[src/rtl/y86_pkg.sv]
// rtl/y86_pkg.sv - shared phase encoding and one-hot phase enables for the y86_seq core
package y86_pkg;

   typedef enum logic [2:0] {
      PH_IDLE,
      PH_FETCH,
      PH_DECODE,
      PH_EXEC,
      PH_MEM,
      PH_WB,
      PH_HALTED,
      PH_FAULT
   } phase_e;

   localparam logic [4:0] UE_NONE   = 5'b00000;
   localparam logic [4:0] UE_FETCH  = 5'b00001;
   localparam logic [4:0] UE_DECODE = 5'b00010;
   localparam logic [4:0] UE_EXEC   = 5'b00100;
   localparam logic [4:0] UE_MEM    = 5'b01000;
   localparam logic [4:0] UE_WB     = 5'b10000;

   function automatic logic phase_active(input phase_e p);
      return (p == PH_FETCH) || (p == PH_DECODE) || (p == PH_EXEC) ||
             (p == PH_MEM)   || (p == PH_WB);
   endfunction

endpackage

[src/rtl/y86_wait_timer.sv]
// rtl/y86_wait_timer.sv - bus wait-state counter, saturating at WAIT_MAX with an expiry flag
module y86_wait_timer #(
   parameter int WAIT_MAX = 15
) (
   input  logic i_clk,
   input  logic i_rst,
   input  logic i_clr,
   input  logic i_inc,
   output logic o_expired
);

   localparam int            CW   = $clog2(WAIT_MAX + 1);
   localparam logic [CW-1:0] MAXV = CW'(WAIT_MAX);

   logic [CW-1:0] r_cnt;

   always_ff @(posedge i_clk) begin
      if (!i_rst || i_clr) begin
         r_cnt <= '0;
      end else if (i_inc && (r_cnt != MAXV)) begin
         r_cnt <= r_cnt + CW'(1);
      end
   end

   assign o_expired = (r_cnt == MAXV);

endmodule

[src/rtl/y86_phase_ctrl.sv]
// rtl/y86_phase_ctrl.sv - y86_seq phase sequencer with bus wait states, debug run/step/halt and counters
module y86_phase_ctrl
   import y86_pkg::*;
#(
   parameter int CNT_W     = 32,
   parameter int WAIT_MAX  = 15,
   parameter bit START_RUN = 1'b1
) (
   input  logic             i_clk,
   input  logic             i_rst,
   input  logic             i_mem_ready,
   input  logic             i_is_mem,
   input  logic             i_is_halt,
   input  logic             i_dbg_run,
   input  logic             i_dbg_step,
   input  logic             i_dbg_halt_req,
   output logic [4:0]       o_ue,
   output logic             o_halted,
   output logic             o_idle,
   output logic             o_fault,
   output logic [CNT_W-1:0] o_instr_count,
   output logic [CNT_W-1:0] o_cyc_count
);

   localparam phase_e RST_PH = START_RUN ? PH_FETCH : PH_IDLE;

   phase_e           r_state;
   phase_e           w_next;
   logic             r_step_mode;
   logic             w_step_next;
   logic             r_halt_pend;
   logic             w_pend_next;
   logic [CNT_W-1:0] r_instr;
   logic [CNT_W-1:0] r_cyc;
   logic             w_active;
   logic             w_waiting;
   logic             w_expired;

   assign w_active  = phase_active(r_state);
   assign w_waiting = ((r_state == PH_FETCH) || (r_state == PH_MEM)) && !i_mem_ready;

   y86_wait_timer #(.WAIT_MAX(WAIT_MAX)) u_wait (
      .i_clk     (i_clk),
      .i_rst     (i_rst),
      .i_clr     (!w_waiting),
      .i_inc     (w_waiting),
      .o_expired (w_expired)
   );

   always_ff @(posedge i_clk) begin
      if (!i_rst) begin
         r_state     <= RST_PH;
         r_step_mode <= 1'b0;
         r_halt_pend <= 1'b0;
         r_instr     <= '0;
         r_cyc       <= '0;
      end else begin
         r_state     <= w_next;
         r_step_mode <= w_step_next;
         r_halt_pend <= w_pend_next;
         if (w_active)          r_cyc   <= r_cyc + CNT_W'(1);
         if (r_state == PH_WB)  r_instr <= r_instr + CNT_W'(1);
      end
   end

   // A halt request arriving during WB still stops at this boundary.
   always_comb begin
      w_next      = r_state;
      w_step_next = r_step_mode;
      w_pend_next = r_halt_pend | (w_active & i_dbg_halt_req);
      case (r_state)
         PH_IDLE: begin
            if (!i_dbg_halt_req) begin
               if (i_dbg_run) begin
                  w_next      = PH_FETCH;
                  w_step_next = 1'b0;
               end else if (i_dbg_step) begin
                  w_next      = PH_FETCH;
                  w_step_next = 1'b1;
               end
            end
         end
         PH_FETCH: begin
            if (i_mem_ready)    w_next = PH_DECODE;
            else if (w_expired) w_next = PH_FAULT;
         end
         PH_DECODE: w_next = i_is_halt ? PH_HALTED : PH_EXEC;
         PH_EXEC:   w_next = i_is_mem ? PH_MEM : PH_WB;
         PH_MEM: begin
            if (i_mem_ready)    w_next = PH_WB;
            else if (w_expired) w_next = PH_FAULT;
         end
         PH_WB: begin
            w_next      = (r_step_mode || w_pend_next) ? PH_IDLE : PH_FETCH;
            w_step_next = 1'b0;
            w_pend_next = 1'b0;
         end
         default: ;
      endcase
   end

   always_comb begin
      o_ue = UE_NONE;
      case (r_state)
         PH_FETCH:  o_ue = UE_FETCH;
         PH_DECODE: o_ue = UE_DECODE;
         PH_EXEC:   o_ue = UE_EXEC;
         PH_MEM:    o_ue = UE_MEM;
         PH_WB:     o_ue = UE_WB;
         default:   o_ue = UE_NONE;
      endcase
   end

   assign o_halted      = (r_state == PH_HALTED);
   assign o_idle        = (r_state == PH_IDLE);
   assign o_fault       = (r_state == PH_FAULT);
   assign o_instr_count = r_instr;
   assign o_cyc_count   = r_cyc;

endmodule
[config.mk]
export PLATFORM = sky130hd
export DESIGN_NAME = y86_phase_ctrl
export DESIGN_NICKNAME = d
export VERILOG_FILES = /design/src/rtl/y86_pkg.sv /design/src/rtl/y86_wait_timer.sv /design/src/rtl/y86_phase_ctrl.sv
export SDC_FILE = /design/constraint.sdc
export NUM_CORES = 1
export LEC_CHECK = 0
export ABC_AREA = 1
export CAP_MARGIN = 20
export CORE_ASPECT_RATIO = 2
export CORE_UTILIZATION = 30
export CTS_BUF_LIST = sky130_fd_sc_hd__clkbuf_2
export DETAILED_ROUTE_END_ITERATION = 8
export PLACE_DENSITY = 0.58
export RECOVER_POWER = 100
export SLEW_MARGIN = 40
export SYNTH_ARGS = -nofsm -noshare
export SYNTH_HDL_FRONTEND = slang
export SYNTH_SLANG_ARGS = --single-unit
[constraint.sdc]
create_clock -name i_clk -period 1.8 [get_ports i_clk]
set_input_delay 0.18 -clock i_clk [delete_from_list [all_inputs] [get_ports i_clk]]
set_output_delay 0.18 -clock i_clk [all_outputs]
set_load 0.01 [all_outputs]
==> results of run 1 <==
kinds of logic after synthesis:
group           synth area share
xor+xnor                 0.02107
compound gates           0.09088
buf+inv                  0.09269
fa+ha+maj                0.01204
simple gates              0.4318
flops                     0.3515
worst max-delay path, cell delays in order (launching register included):
cell and delay [ns]:
dfxtp_4 0.40, buf_6 0.13, ha_4 0.27, inv_4 0.04
nor2_2 0.08, buf_2 0.13
through the flow:
step                      area, um^2  hold WS (ns)
after detailed placement        5285        0.4578
final                           5769        0.2673
after floorplan                 4158        0.3530
after global placement          5285        0.4377
after global routing            5769        0.2745
after CTS                       5627        0.2366
metal layers:
| metal | up-vias | wire (um) | share of wire |
|---|---|---|---|
| met5 | - | 0 | 0 |
| met4 | 0 | 683 | 0.051 |
| met3 | 44 | 497 | 0.037 |
| met2 | 119 | 7594 | 0.57 |
| met1 | 2139 | 4658 | 0.35 |
| li1 | 2320 | - | - |
final cells by class:
cell class / count / area [um^2] / share of cell area
diodes: 1 / 2.502 / 0.0004337
flip-flops and latches: 73 / 1545 / 0.2678
well taps: 155 / 193.9 / 0.03362
multi-input cells: 476 / 2382 / 0.4129
inverters: 86 / 339.1 / 0.05877
clock inverters: 7 / 71.32 / 0.01236
clock buffers: 9 / 45.04 / 0.007807
repair buffers: 130 / 1190 / 0.2062
worst min path at each step:
stage,depth (start not counted),from,slack [ns],end
global route,3,i_dbg_halt_req,0.27,r_halt_pend
global placement,1,u_wait.r_cnt[3],0.44,u_wait.r_cnt[3]
finish,3,i_dbg_halt_req,0.27,r_halt_pend
floorplan,2,i_dbg_halt_req,0.35,r_halt_pend
detailed placement,2,r_step_mode,0.46,r_step_mode
CTS,3,i_dbg_halt_req,0.24,r_halt_pend
sequential cells by signal, summed over array words and instances, names as in the netlist:
register,count
o_cyc_count,32
o_instr_count,32
u_wait.r_cnt,4
r_state,3
r_halt_pend,1
r_step_mode,1
cell usage after synthesis (4+ instances only):
cell type / count
nor2_2: 4
ha_1: 4
nor2_4: 6
nor3_1: 16
dfxtp_1: 73
clkbuf_1: 4
a21oi_1: 34
nand2_1: 153
xor2_1: 7
inv_1: 82
nand4_1: 11
nor2_1: 120
o21ai_0: 22
nand3_1: 60
nand3_2: 7
power breakdown:
group          internal, mW  leakage (nW)  switching, mW
sequential             1.71         0.619         0.0760
combinational         0.618          1.78          0.803
clock                 0.317        0.0655          0.652
layout by cell type, fill, tap and decap left out, types with 15 or more instances in the layout:
master             n
clkdlybuf4s50_1   62
nor2_1           116
nand3_1           58
nand2_1          151
dfxtp_1           16
dfxtp_2           52
inv_1             80
o21ai_0           22
a21oi_1           35
buf_4             46
nor3_1            15
timing repair:
action                                  CTS  global route
gates resized for setup                  93            34
setup buffers                            15            12
pin swaps                                 3             8
endpoints found under the setup margin   48            38
==> reports/summary.txt, run 1 <==
max-slew violation count = 0
layout cells sized above 1 = 0.2215
initial core utilization = 0.3077
CTS max path bufs = 2
setup TNS = 0 ns
placed wire-length estimate = 10.08 mm
synth unique cells = 38
CTS tree = yes
# rows = 60
global router's overall resource usage = 0.1934
R2R Path End = o_instr_count[29]
Synthesis Warnings = 0
GR Layer Usage met2 = 0.3839
Detailed Route Iter0 Violations = 181
status = completed
drt drc = 0
synthesis-to-finish area growth = 38.76%
root buffer cell = clkbuf_2
Clock Latency Late Sink = 0.56 ns
Max Freq = 562.1 MHz
DR WL/cell = 14.34 um
type of origin of the critical path = flip-flop
grt ovf = 0
Hold WC Path Type = input pin to flip-flop
final core occ = 0.4269
Worst R2R Setup Slack = 0.09 ns
Lkg Pwr = 2.463 nW
io pins = 80
VDD IR max = 0.3897 mV
worst setup path start = r_state[2]
synthesized flop and latch total = 73
top post-synthesis cells by area = dfxtp_1 35%, nand2_1 14%, nor2_1 11%
GRT busiest layer = met2
vias in the first global route = 4627
Final period util = 0.9883
core area = 0.01351 mm^2
nets = 788
number of synthesized flops with an enable pin = 0
syn nets = 658
Worst Path Max Fanout = 5
clock skew = 0.02856 ns
CP required = 1.62 ns
CTS Buf Count = 9
Synth area leader = dfxtp_1
Worst EP arrival = 1.60 ns
detailed-route vias per instance = 4.933
crit path time final = 1.779 ns
DIE WIDTH = 85.25 um
met1 usage = 0.1735
routing usage on met3 = 0.02243
hold_buf cts = 0
Mapped Area = 0.004158 mm^2
htree depth = 3
Worst Max-Slew Pin Slew = 0.4181 ns
largest net degree at the start of global routing = 32
layout filler cell count = 1433
fin cells = 937
Post-Syn Instances = 646
worst setup margin = 0.02107 ns
Clock Pin Slew Worst Setup and Hold Paths = 0.22 ns
first-pass GRT wire length = 21.69 mm
RSZ-0062 raised after global routing = yes
Final Setup Violations = 0
vias after detailed routing = 4622
worst setup path endpoint = o_ue[3]
drt first pass iters = 4
Power Dens Cells = 723.2 mW/mm^2
Synth Area per Inst = 6.436 um^2
share of the synthesized area in the top cell type = 0.3515
max-cap violations = 0
GPL Wtd Cong = 0.8593
Setup WS pre-CTS = 0.1385 ns
r2r startpoint = r_state[1]
Total Wirelength = 13.43 mm
initial antenna violation count = 1
endpoints failing hold = 0
Power Total = 4.172 mW
worst reg2reg path depth = 11
Routed Antenna Nets = 0
sequential cell area fraction in the yosys report = 0.3515
Primary FF master, synth = dfxtp_1
IO Port Bufs = 79
Die Area = 0.01436 mm^2
Slew HR = 0.7191
worst setup path category = flip-flop to output pin
Worst Setup End Kind = output pin
placed insts = 893
CTS Sinks = 73
Synth async-reset ratio = 0
chip height = 168.5 um
Power figures use the tool's default switching activity.
==> inputs of run 2 (changes only) <==
--- a/config.mk
+++ b/config.mk
@@ -13,6 +13,7 @@
 export DETAILED_ROUTE_END_ITERATION = 8
 export PLACE_DENSITY = 0.58
 export RECOVER_POWER = 100
+export SETUP_SLACK_MARGIN = 0.15
 export SLEW_MARGIN = 40
 export SYNTH_ARGS = -nofsm -noshare
 export SYNTH_HDL_FRONTEND = slang
==> run 2 against run 1 <==
Via count grew 7.4%. Design area grew 7.9%. Flip-flop and latch count is the same. Sequential power is essentially flat. Maximum frequency grew 3.4%. Routed wire length grew 12%. Largest power group unchanged. Power grew 6.4%. Hold slack lost 0.011 ns. Worst setup slack gained 0.058 ns. Highest routed layer unchanged. First-iteration DRC count shrank 3.3%. Register-to-register slack is essentially flat. Global-route usage grew 1.8 points.
==> reports/summary.txt, run 2 (synthesized netlist as in run 1, its figures left out) <==
status = completed
initial antenna violation count = 1 (unchanged)
worst reg2reg path depth = 8 (-3)
worst setup path category = flip-flop to flip-flop
GR Layer Usage met2 = 0.4113 (+0.02735)
RSZ-0062 raised after global routing = yes
CTS max path bufs = 2 (unchanged)
routing usage on met3 = 0.02974 (+0.007314)
IO Port Bufs = 79 (unchanged)
placed wire-length estimate = 10.08 mm (unchanged)
CTS Sinks = 73 (unchanged)
largest net degree at the start of global routing = 32 (unchanged)
io pins = 80 (unchanged)
Worst Max-Slew Pin Slew = 0.4187 ns (+0.0006622 ns)
Die Area = 0.01436 mm^2 (unchanged)
Final Setup Violations = 0 (unchanged)
synthesis-to-finish area growth = 49.65%
R2R Path End = o_instr_count[28]
detailed-route vias per instance = 4.994 (+1.2%)
CTS tree = yes
worst setup path endpoint = o_instr_count[28]
Clock Pin Slew Worst Setup and Hold Paths = 0.23 ns (about the same)
Hold WC Path Type = input pin to flip-flop
crit path time final = 1.721 ns (-0.05840 ns)
first-pass GRT wire length = 23.58 mm (+8.7%)
Routed Antenna Nets = 0 (unchanged)
max-cap violations = 0 (unchanged)
Final period util = 0.9559 (-0.03244)
layout cells sized above 1 = 0.2267 (+0.005219)
global router's overall resource usage = 0.2115 (+0.01808)
clock skew = 0.03288 ns (+0.004319 ns)
drt first pass iters = 4 (unchanged)
most frequent cells in the layout = 147 x nand2_1, 107 x nor2_1, 83 x buf_4
drt drc = 0 (unchanged)
chip height = 168.5 um (unchanged)
most common cell after layout, fill and taps aside = nand2_1
vias in the first global route = 5018 (+8.5%)
nets = 845 (+7.2%)
GPL Wtd Cong = 0.8593 (unchanged)
CP required = 2.25 ns (+0.63 ns)
fin area = 0.006222 mm^2 (+7.9%)
hold_buf cts = 0 (unchanged)
max-slew violation count = 0 (unchanged)
type of origin of the critical path = flip-flop
root buffer cell = clkbuf_2
met1 usage = 0.1823 (+0.008793)
DIE WIDTH = 85.25 um (unchanged)
Setup WS pre-CTS = 0.1385 ns (unchanged)
Worst Setup End Kind = flip-flop
r2r startpoint = o_instr_count[14]
DR WL/cell = 15.11 um (+5.4%)
vias after detailed routing = 4964 (+7.4%)
initial core utilization = 0.3077 (unchanged)
hold_ws = 0.2563 ns (-0.01102 ns)
Max Freq = 581.2 MHz (+3.4%)
Worst EP arrival = 2.17 ns (+0.57 ns)
Worst R2R Setup Slack = 0.08 ns (about the same)
Lkg Pwr = 2.962 nW (+20%)
Clock Latency Late Sink = 0.56 ns (about the same)
# rows = 60 (unchanged)
VDD IR max = 0.3853 mV (-1.1%)
Detailed Route Iter0 Violations = 175 (-3.3%)
endpoints failing hold = 0 (unchanged)
Total Wirelength = 15.02 mm (+12%)
area post-placement = 0.005285 mm^2 (unchanged)
GRT busiest layer = met2
CTS Buf Count = 9 (unchanged)
Power Dens Cells = 713.5 mW/mm^2 (-1.3%)
Slew HR = 0.7187 (about the same)
htree depth = 3 (unchanged)
grt ovf = 0 (unchanged)
Worst Path Max Fanout = 5 (unchanged)
worst setup margin = 0.07947 ns (+0.05840 ns)
worst setup path start = o_instr_count[14]
setup TNS = 0 ns (unchanged)
core area = 0.01351 mm^2 (unchanged)
run 2: cell count changes in the layout (fill, tap and decap cells not counted), sizes merged:
cell           delta
dlygate4sd2      +60
clkdlybuf4s50    -55
buf              +46
clkbuf           +13
dlymetal6s2s      -5
clkdlybuf4s15     -2
run 2: layout make-up:
type / count / area [um^2]
antenna: 1 / 2.502
inverter: 86 / 331.6
timing repair buffer: 187 / 1546
clock buffer: 9 / 45.04
clock inverter: 7 / 71.32
tap: 155 / 193.9
fill: 1463 / 7291
multi-input combinational: 476 / 2544
sequential: 73 / 1488
run 2: worst min-delay path by stage:
stage                          startpoint         endpoint  slack (ns)  cells past startpoint
after detailed placement      r_step_mode      r_step_mode        0.46                      2
after floorplan            i_dbg_halt_req      r_halt_pend        0.35                      2
after CTS                  i_dbg_halt_req      r_halt_pend        0.24                      3
final                      i_dbg_halt_req      r_halt_pend        0.26                      3
after global routing       i_dbg_halt_req      r_halt_pend        0.27                      3
after global placement    u_wait.r_cnt[3]  u_wait.r_cnt[3]        0.44                      1
run 2: timing repair:
item	4_1_cts	5_1_grt
setup endpoints to repair	83	51
pin swaps	11	26
buffers inserted	69	13
gates resized for setup	233	63
gates cloned	0	2
run 2: metrics by stage:
step                      power, mW  std cells    util
after detailed placement      2.831        893  0.3911
final                         4.439        994  0.4605
after floorplan               2.466        646       -
after global placement        2.801        893  0.3911
after global routing          4.665        994  0.4605
after CTS                     4.134        978  0.4527
run 2: critical path, stage by stage, from the launching register on:
cell     delay [ns]
dfxtp_1        0.44
buf_4          0.16
nand4_1        0.19
nor2_1         0.36
inv_1          0.08
nor2_1         0.18
nand3_1        0.10
nand2_1        0.08
nor2_1         0.04
run 2: where the power goes:
| part | internal (mW) | switching (mW) | total, mW |
|---|---|---|---|
| Clock | 0.317 | 0.661 | 0.978 |
| Combinational | 0.752 | 0.917 | 1.67 |
| Sequential | 1.70 | 0.0908 | 1.79 |
run 2: layer usage:
layer / part of all wire / up-vias
met1: 0.33 / 2325
met2: 0.56 / 138
li1: - / 2434
met3: 0.036 / 67
met5: 0 / -
met4: 0.067 / 0
==> inputs of run 3 (changes only) <==
--- a/config.mk
+++ b/config.mk
@@ -10,7 +10,10 @@
 export CORE_ASPECT_RATIO = 2
 export CORE_UTILIZATION = 30
 export CTS_BUF_LIST = sky130_fd_sc_hd__clkbuf_2
+export CTS_CLUSTER_DIAMETER = 150
+export CTS_CLUSTER_SIZE = 14
 export DETAILED_ROUTE_END_ITERATION = 8
+export GPL_ROUTABILITY_DRIVEN = 1
 export PLACE_DENSITY = 0.58
 export RECOVER_POWER = 100
 export SETUP_SLACK_MARGIN = 0.15
==> results of run 3 <==
Final layout, timing and power as in run 2 (identical DEF).
